## config.mk

```make
export PLATFORM = sky130hd
export DESIGN_NAME = inst_fetch
export DESIGN_NICKNAME = d
export VERILOG_FILES = /design/src/rtl/inst_fetch_pkg.sv /design/src/rtl/inst_fetch_buf.sv /design/src/rtl/inst_fetch.sv
export SDC_FILE = /design/constraint.sdc
export NUM_CORES = 1
export LEC_CHECK = 0
export ABC_AREA = 0
export CAP_MARGIN = 10
export CORE_MARGIN = 5
export CORE_UTILIZATION = 53
export CTS_BUF_LIST = sky130_fd_sc_hd__clkbuf_8
export CTS_CLUSTER_SIZE = 8
export DETAILED_ROUTE_END_ITERATION = 8
export GPL_TIMING_DRIVEN = 0
export HOLD_SLACK_MARGIN = 0.05
export PLACE_DENSITY = 0.83
export SLEW_MARGIN = 15
export SYNTH_ARGS = -nofsm -noshare
export SYNTH_HDL_FRONTEND = slang
export SYNTH_SLANG_ARGS = --single-unit
```

## constraint.sdc

```tcl
create_clock -name clk -period 6.5 [get_ports clk]
set_clock_uncertainty 0.15 [all_clocks]
set_input_delay 0.65 -clock clk [delete_from_list [all_inputs] [get_ports clk]]
set_output_delay 0.65 -clock clk [all_outputs]
set_load 0.01 [all_outputs]
```

## src/rtl/inst_fetch_pkg.sv

```systemverilog
// Shared fetch-stage constants, the buffered {pc,inst} entry type and the
// word-alignment helper used for redirect targets.
package inst_fetch_pkg;

    localparam int          INST_ADDR_W      = 32;
    localparam int          INST_W           = 32;
    localparam logic [31:0] ZERO_WORD        = 32'h0000_0000;
    localparam logic        CHIP_ENABLE      = 1'b1;
    localparam logic        CHIP_DISABLE     = 1'b0;
    localparam int          FETCH_BUF_DEPTH  = 2;
    localparam logic [31:0] RESET_PC_DEFAULT = 32'h0000_0000;

    typedef struct packed {
        logic [INST_ADDR_W-1:0] pc;
        logic [INST_W-1:0]      inst;
    } fetch_entry_t;

    // Fetches are always word aligned, so redirect targets drop their low bits.
    function automatic logic [31:0] align_word(input logic [31:0] addr);
        return addr & 32'hFFFF_FFFC;
    endfunction

endpackage

```

## src/rtl/inst_fetch_buf.sv

```systemverilog
// fetch_buf: synchronous FIFO of {pc,inst} entries. The head entry is kept in
// a register so the consumer sees it straight from a flop; clr beats push/pop.
module fetch_buf
    import inst_fetch_pkg::*;
#(
    parameter int DEPTH = FETCH_BUF_DEPTH
) (
    input  logic                   clk,
    input  logic                   rst,
    input  logic                   clr,
    input  logic                   push,
    input  logic                   pop,
    input  fetch_entry_t           din,
    output fetch_entry_t           dout,
    output logic [$clog2(DEPTH):0] count
);

    localparam int AW = $clog2(DEPTH);
    localparam int CW = AW + 1;
    localparam logic [CW-1:0] FULL = CW'(DEPTH);

    fetch_entry_t    mem [DEPTH];
    logic [AW-1:0]   wr_ptr;
    logic [AW-1:0]   rd_ptr;
    logic [AW-1:0]   rd_ptr_nxt;
    logic [CW-1:0]   count_nxt;
    logic            do_push;
    logic            do_pop;
    fetch_entry_t    head_nxt;

    always_comb begin
        do_pop     = pop && (count != '0);
        do_push    = push && ((count != FULL) || do_pop);
        rd_ptr_nxt = do_pop ? rd_ptr + 1'b1 : rd_ptr;
        case ({do_push, do_pop})
            2'b10:   count_nxt = count + 1'b1;
            2'b01:   count_nxt = count - 1'b1;
            default: count_nxt = count;
        endcase
        // The new head is the entry written this cycle only when nothing older remains.
        if (count_nxt == '0)
            head_nxt = '0;
        else if (do_push && (wr_ptr == rd_ptr_nxt))
            head_nxt = din;
        else
            head_nxt = mem[rd_ptr_nxt];
    end

    always_ff @(posedge clk) begin
        if (do_push && !clr && !rst)
            mem[wr_ptr] <= din;
    end

    always_ff @(posedge clk) begin
        if (rst || clr) begin
            wr_ptr <= '0;
            rd_ptr <= '0;
            count  <= '0;
            dout   <= '0;
        end else begin
            if (do_push)
                wr_ptr <= wr_ptr + 1'b1;
            rd_ptr <= rd_ptr_nxt;
            count  <= count_nxt;
            dout   <= head_nxt;
        end
    end

endmodule

```

## src/rtl/inst_fetch.sv

```systemverilog
// inst_fetch: owns the PC, drives the ROM port and buffers fetched {pc,inst}
// pairs for decode; flush beats branch, and both drop everything buffered.
module inst_fetch
    import inst_fetch_pkg::*;
#(
    parameter int          DEPTH    = FETCH_BUF_DEPTH,
    parameter logic [31:0] RESET_PC = RESET_PC_DEFAULT
) (
    input  logic        clk,
    input  logic        rst,
    output logic        rom_ce,
    output logic [31:0] rom_addr,
    input  logic [31:0] rom_inst,
    input  logic        branch_flag_i,
    input  logic [31:0] branch_tgt_i,
    input  logic        flush_i,
    input  logic [31:0] new_pc_i,
    input  logic        id_ready,
    output logic        if_valid,
    output logic [31:0] if_pc,
    output logic [31:0] if_inst
);

    localparam int CW = $clog2(DEPTH) + 1;
    localparam logic [CW-1:0] FULL = CW'(DEPTH);

    logic [31:0]   pc;
    logic [CW-1:0] count;
    logic          redirect;
    logic          push;
    logic          pop;
    fetch_entry_t  wr_entry;
    fetch_entry_t  head;

    // Handshake: an entry moves to decode on a cycle where if_valid and id_ready
    // are both high; if_valid never depends on id_ready, and a redirect cycle moves nothing.
    assign redirect = flush_i | branch_flag_i;
    assign pop      = if_valid & id_ready & ~redirect;
    assign push     = rom_ce & ((count != FULL) | pop) & ~redirect;
    assign wr_entry = '{pc: pc, inst: rom_inst};

    always_ff @(posedge clk) begin
        if (rst) begin
            pc     <= RESET_PC;
            rom_ce <= CHIP_DISABLE;
        end else begin
            rom_ce <= CHIP_ENABLE;
            if (flush_i)
                pc <= align_word(new_pc_i);
            else if (branch_flag_i)
                pc <= align_word(branch_tgt_i);
            else if (push)
                pc <= pc + 32'd4;
        end
    end

    fetch_buf #(.DEPTH(DEPTH)) u_fetch_buf (
        .clk   (clk),
        .rst   (rst),
        .clr   (redirect),
        .push  (push),
        .pop   (pop),
        .din   (wr_entry),
        .dout  (head),
        .count (count)
    );

    assign rom_addr = pc;
    assign if_valid = (count != '0);
    assign if_pc    = head.pc;
    assign if_inst  = head.inst;

endmodule

```

==> metrics.md <==
| Metric | Value |
|---|---|
| Post-CTS Setup Bufs | 0 |
| Clock tree from TritonCTS | done |
| R2r startpoint | u_fetch_buf.count[0] |
| Vias in the first global route | 7275 |
| Detailed Route WL | 25.3 mm |
| Critical Path End Type | flop |
| Starting DRT DRC Count | 518 |
| Fmax | 0.284 GHz |
| Die height | 144 um |
| I/O Pins | 199 |
| Synth async-reset ratio | 0 |
| Top cells by count, synth | edfxtp_1 (124), dfxtp_1 (97), nor3_1 (71) |
| Minimum clock period | 3.52 ns |
| Largest stage delay on the critical path | 0.49 ns |
| Hold slack final | 0.322 ns |
| Slowest cell on crit path | clkdlybuf4s50_1 |
| Routed WL per cell | 20.4 um |
| Gr ovfl total | 0 |
| Cell area after synthesis | 9470 um2 |
| Layout Cells excl Fill | 1241 |
| Top cells by area, synth | edfxtp_1 (39%), dfxtp_1 (20%), a211oi_2 (7.9%), mux2i_1 (7.0%), nor3_1 (3.8%) |
| Status | completed |
| Initial Util | 0.544 |
| Reg2reg end | u_fetch_buf.mem[0][24] |
| First-pass GRT wire length | 38.6 mm |
| Synth top area share | 0.393 |
| Synth Area in XOR/XNOR | 0.0202 |
| Placed cell areas | 11800 um2 |
| Synth Warn # | 0 |
| Die Span X | 144 um |
| Setup-failing EPs final | 0 |
| Synth Flop Type | edfxtp_1 |
| Largest fanout on the critical path | 22 |
| Register bit total from synthesis | 221 |
| CP arrival | 3.57 ns |
| Share of cells above drive strength 1 | 0.141 |
| Max IR drop VDD | 0.000140 V |
| Max Buffers Root-to-Sink | 3 |
| Max-cap violations | 0 |
| Layout area overhead | 32.0% |
| Leakage | 4.63 nW |
| Yosys cell types | 66 |
| Remaining antenna violation count | 0 |
| Inst Count DP | 1174 |
| Post-DP HPWL | 17.4 mm |
| Crit path from | branch_flag_i |
| Critical Path End | u_fetch_buf.mem[0][24] |
| WP data required | 6.55 ns |
| Worst-Skew Late Latency | 0.52 ns |
| WS Path Type | input port to flop |
| Antenna violations before repair | 0 |
| Largest net degree at the start of global routing | 23 |
| FF-to-FF setup slack | 3.22 ns |
| Avg Cell Area, Syn | 12.6 um2 |
| Slew Limit Fails | 0 |
| Post-synthesis sequential area ratio | 0.598 |
| Synth Area in Simple Gates | 0.109 |
| Core area | 17400 um2 |
| Place WS | 2.48 ns |
| Total GRT Usage | 0.240 |
| Met3 Use GR | 0.0606 |
| Worst Setup Start Kind | input port |
| Routability cong. | 0.914 |
| Complex-gate fraction of the synthesized area | 0.158 |
| Post-Synth Adder-Cell Area | 0.00264 |
| Tightest Hold Check Type | flop to flop |
| Crit share post-route | 0.541 |
| Design area | 12500 um2 |
| Clock Root Buffer | clkbuf_8 |
| Grt met2 use | 0.394 |
| Post-synthesis mux area share | 0.0721 |
| RSZ-0062 raised after global routing | false |
| Worst-margin pin slew | 0.768 ns |
| Post-route DRC | 0 |
| Vias after detailed routing | 7264 |
| Post-synth EDFFs | 124 |
| P per Cell Area | 232 nW/um2 |
| CTS Buf Count | 37 |
| Top-count cell post-synth | edfxtp_1 |
| Max-Slew Margin vs Limit | 0.488 |
| Rows | 48 |
| Clock-pin slew on the worst setup and hold paths | 0.06 ns |
| Vias/cell | 5.85 |
| Filler cells | 1261 |
| Yosys top cell by area | edfxtp_1 |
| Total power | 2.90 mW |
| R2R cell count | 9 |
| Endpoints failing hold | 0 |
| CTS Sinks | 221 |
| Syn Inst Count | 752 |
| Main combinational cell family by area after synthesis | compound AO/OA/AOI/OAI gates |
| Critical path cell sequence | clkdlybuf4s50_1, nor3b_4, o21a_1, clkbuf_1, nand2_1, buf_2, clkbuf_1, nor2_4, buf_16, buf_16 |
| Most Crowded Layer GR | met2 |
| Pre-antenna DRT Iters | 7 |
| Die area | 20600 um2 |
| CTS Hold Bufs | 0 |
| Fin nets | 1091 |
| H-Tree Depth | 2 |
| Inserted Diodes | 0 |
| Met1 usage | 0.309 |
| Final WS setup | 2.98 ns |
| # port buffers | 188 |
| Post-CTS resize count | 0 |
-- state kept, by name, summed over array words and instances (netlist names) --
name                cells
u_fetch_buf.wr_ptr      1
u_fetch_buf.mem       124
u_fetch_buf.count       2
u_fetch_buf.rd_ptr      1
rom_ce                  1
u_fetch_buf.dout       62
rom_addr               30
-- layer usage --
layer  wire length [um]  share of wire
met1              10300           0.41
met2              11900           0.47
met3               2220          0.088
met4                780          0.031
met5                  0              0
-- how the worst min path moves through the flow --
stage                                     from  slack, ns  depth (start not counted)                      to
final                              rom_addr[9]       0.32                          0  u_fetch_buf.mem[1][41]
after CTS                          rom_addr[9]       0.33                          0  u_fetch_buf.mem[1][41]
after floorplan           u_fetch_buf.count[1]       0.35                          2    u_fetch_buf.count[1]
after detailed placement          rom_addr[14]       0.31                          0  u_fetch_buf.mem[0][46]
after global routing              rom_addr[17]       0.34                          0  u_fetch_buf.mem[0][49]
after global placement            rom_addr[14]       0.31                          0  u_fetch_buf.mem[1][46]
-- area by class of cell --
class,instances,area [um2],share of cell area
clock inverters,25,97.6,0.00781
flip-flops and latches,221,5670,0.453
plain buffers,62,325,0.0260
multi-input cells,460,3460,0.277
well taps,225,282,0.0225
repair buffers,194,2050,0.164
inverters,12,45.0,0.00360
clock buffers,42,578,0.0462
-- worst max-delay path: cells and delay by family --
kind	cells	cell delay, ns
compound gates	1	0.13
buf+inv	6	1.93
simple gates	3	0.85
-- cells in the final DEF (no fill, tap or decap), types with 11 or more instances in the layout --
cell / instances
clkbuf_1: 38
clkdlybuf4s50_1: 188
nor2_1: 32
a211oi_1: 14
edfxtp_1: 124
nand3_1: 14
dfxtp_1: 97
nand2_1: 31
inv_1: 32
a211oi_2: 60
clkbuf_8: 42
a21oi_1: 19
mux2i_1: 66
buf_2: 11
xnor2_1: 11
nor3_1: 71
o21ai_0: 15
-- report_power, final --
part / internal [mW] / leakage, nW / switching [mW]
clock: 0.587 / 0.430 / 0.514
sequential: 1.50 / 1.93 / 0.0359
combinational: 0.129 / 2.27 / 0.127
total: 2.22 / 4.63 / 0.677
-- cell families after synthesis --
family                     after synthesis
other                                    1
and+or+nand+nor                        201
AOI/OAI and AO/OA                      167
buffers and inverters                   74
DFF                                    221
muxes                                   68
xor gates and xnor gates                18
adders and majority gates                2
-- through the flow --
stage	setup TNS, ns	util
5_1_grt	0	0.718
3_5_place_dp	0	0.679
3_3_place_gp	-119.18	0.669
6_report	0	0.718
2_1_floorplan	0	-
4_1_cts	0	0.718
No activity file was read; power rests on OpenSTA's default activity.
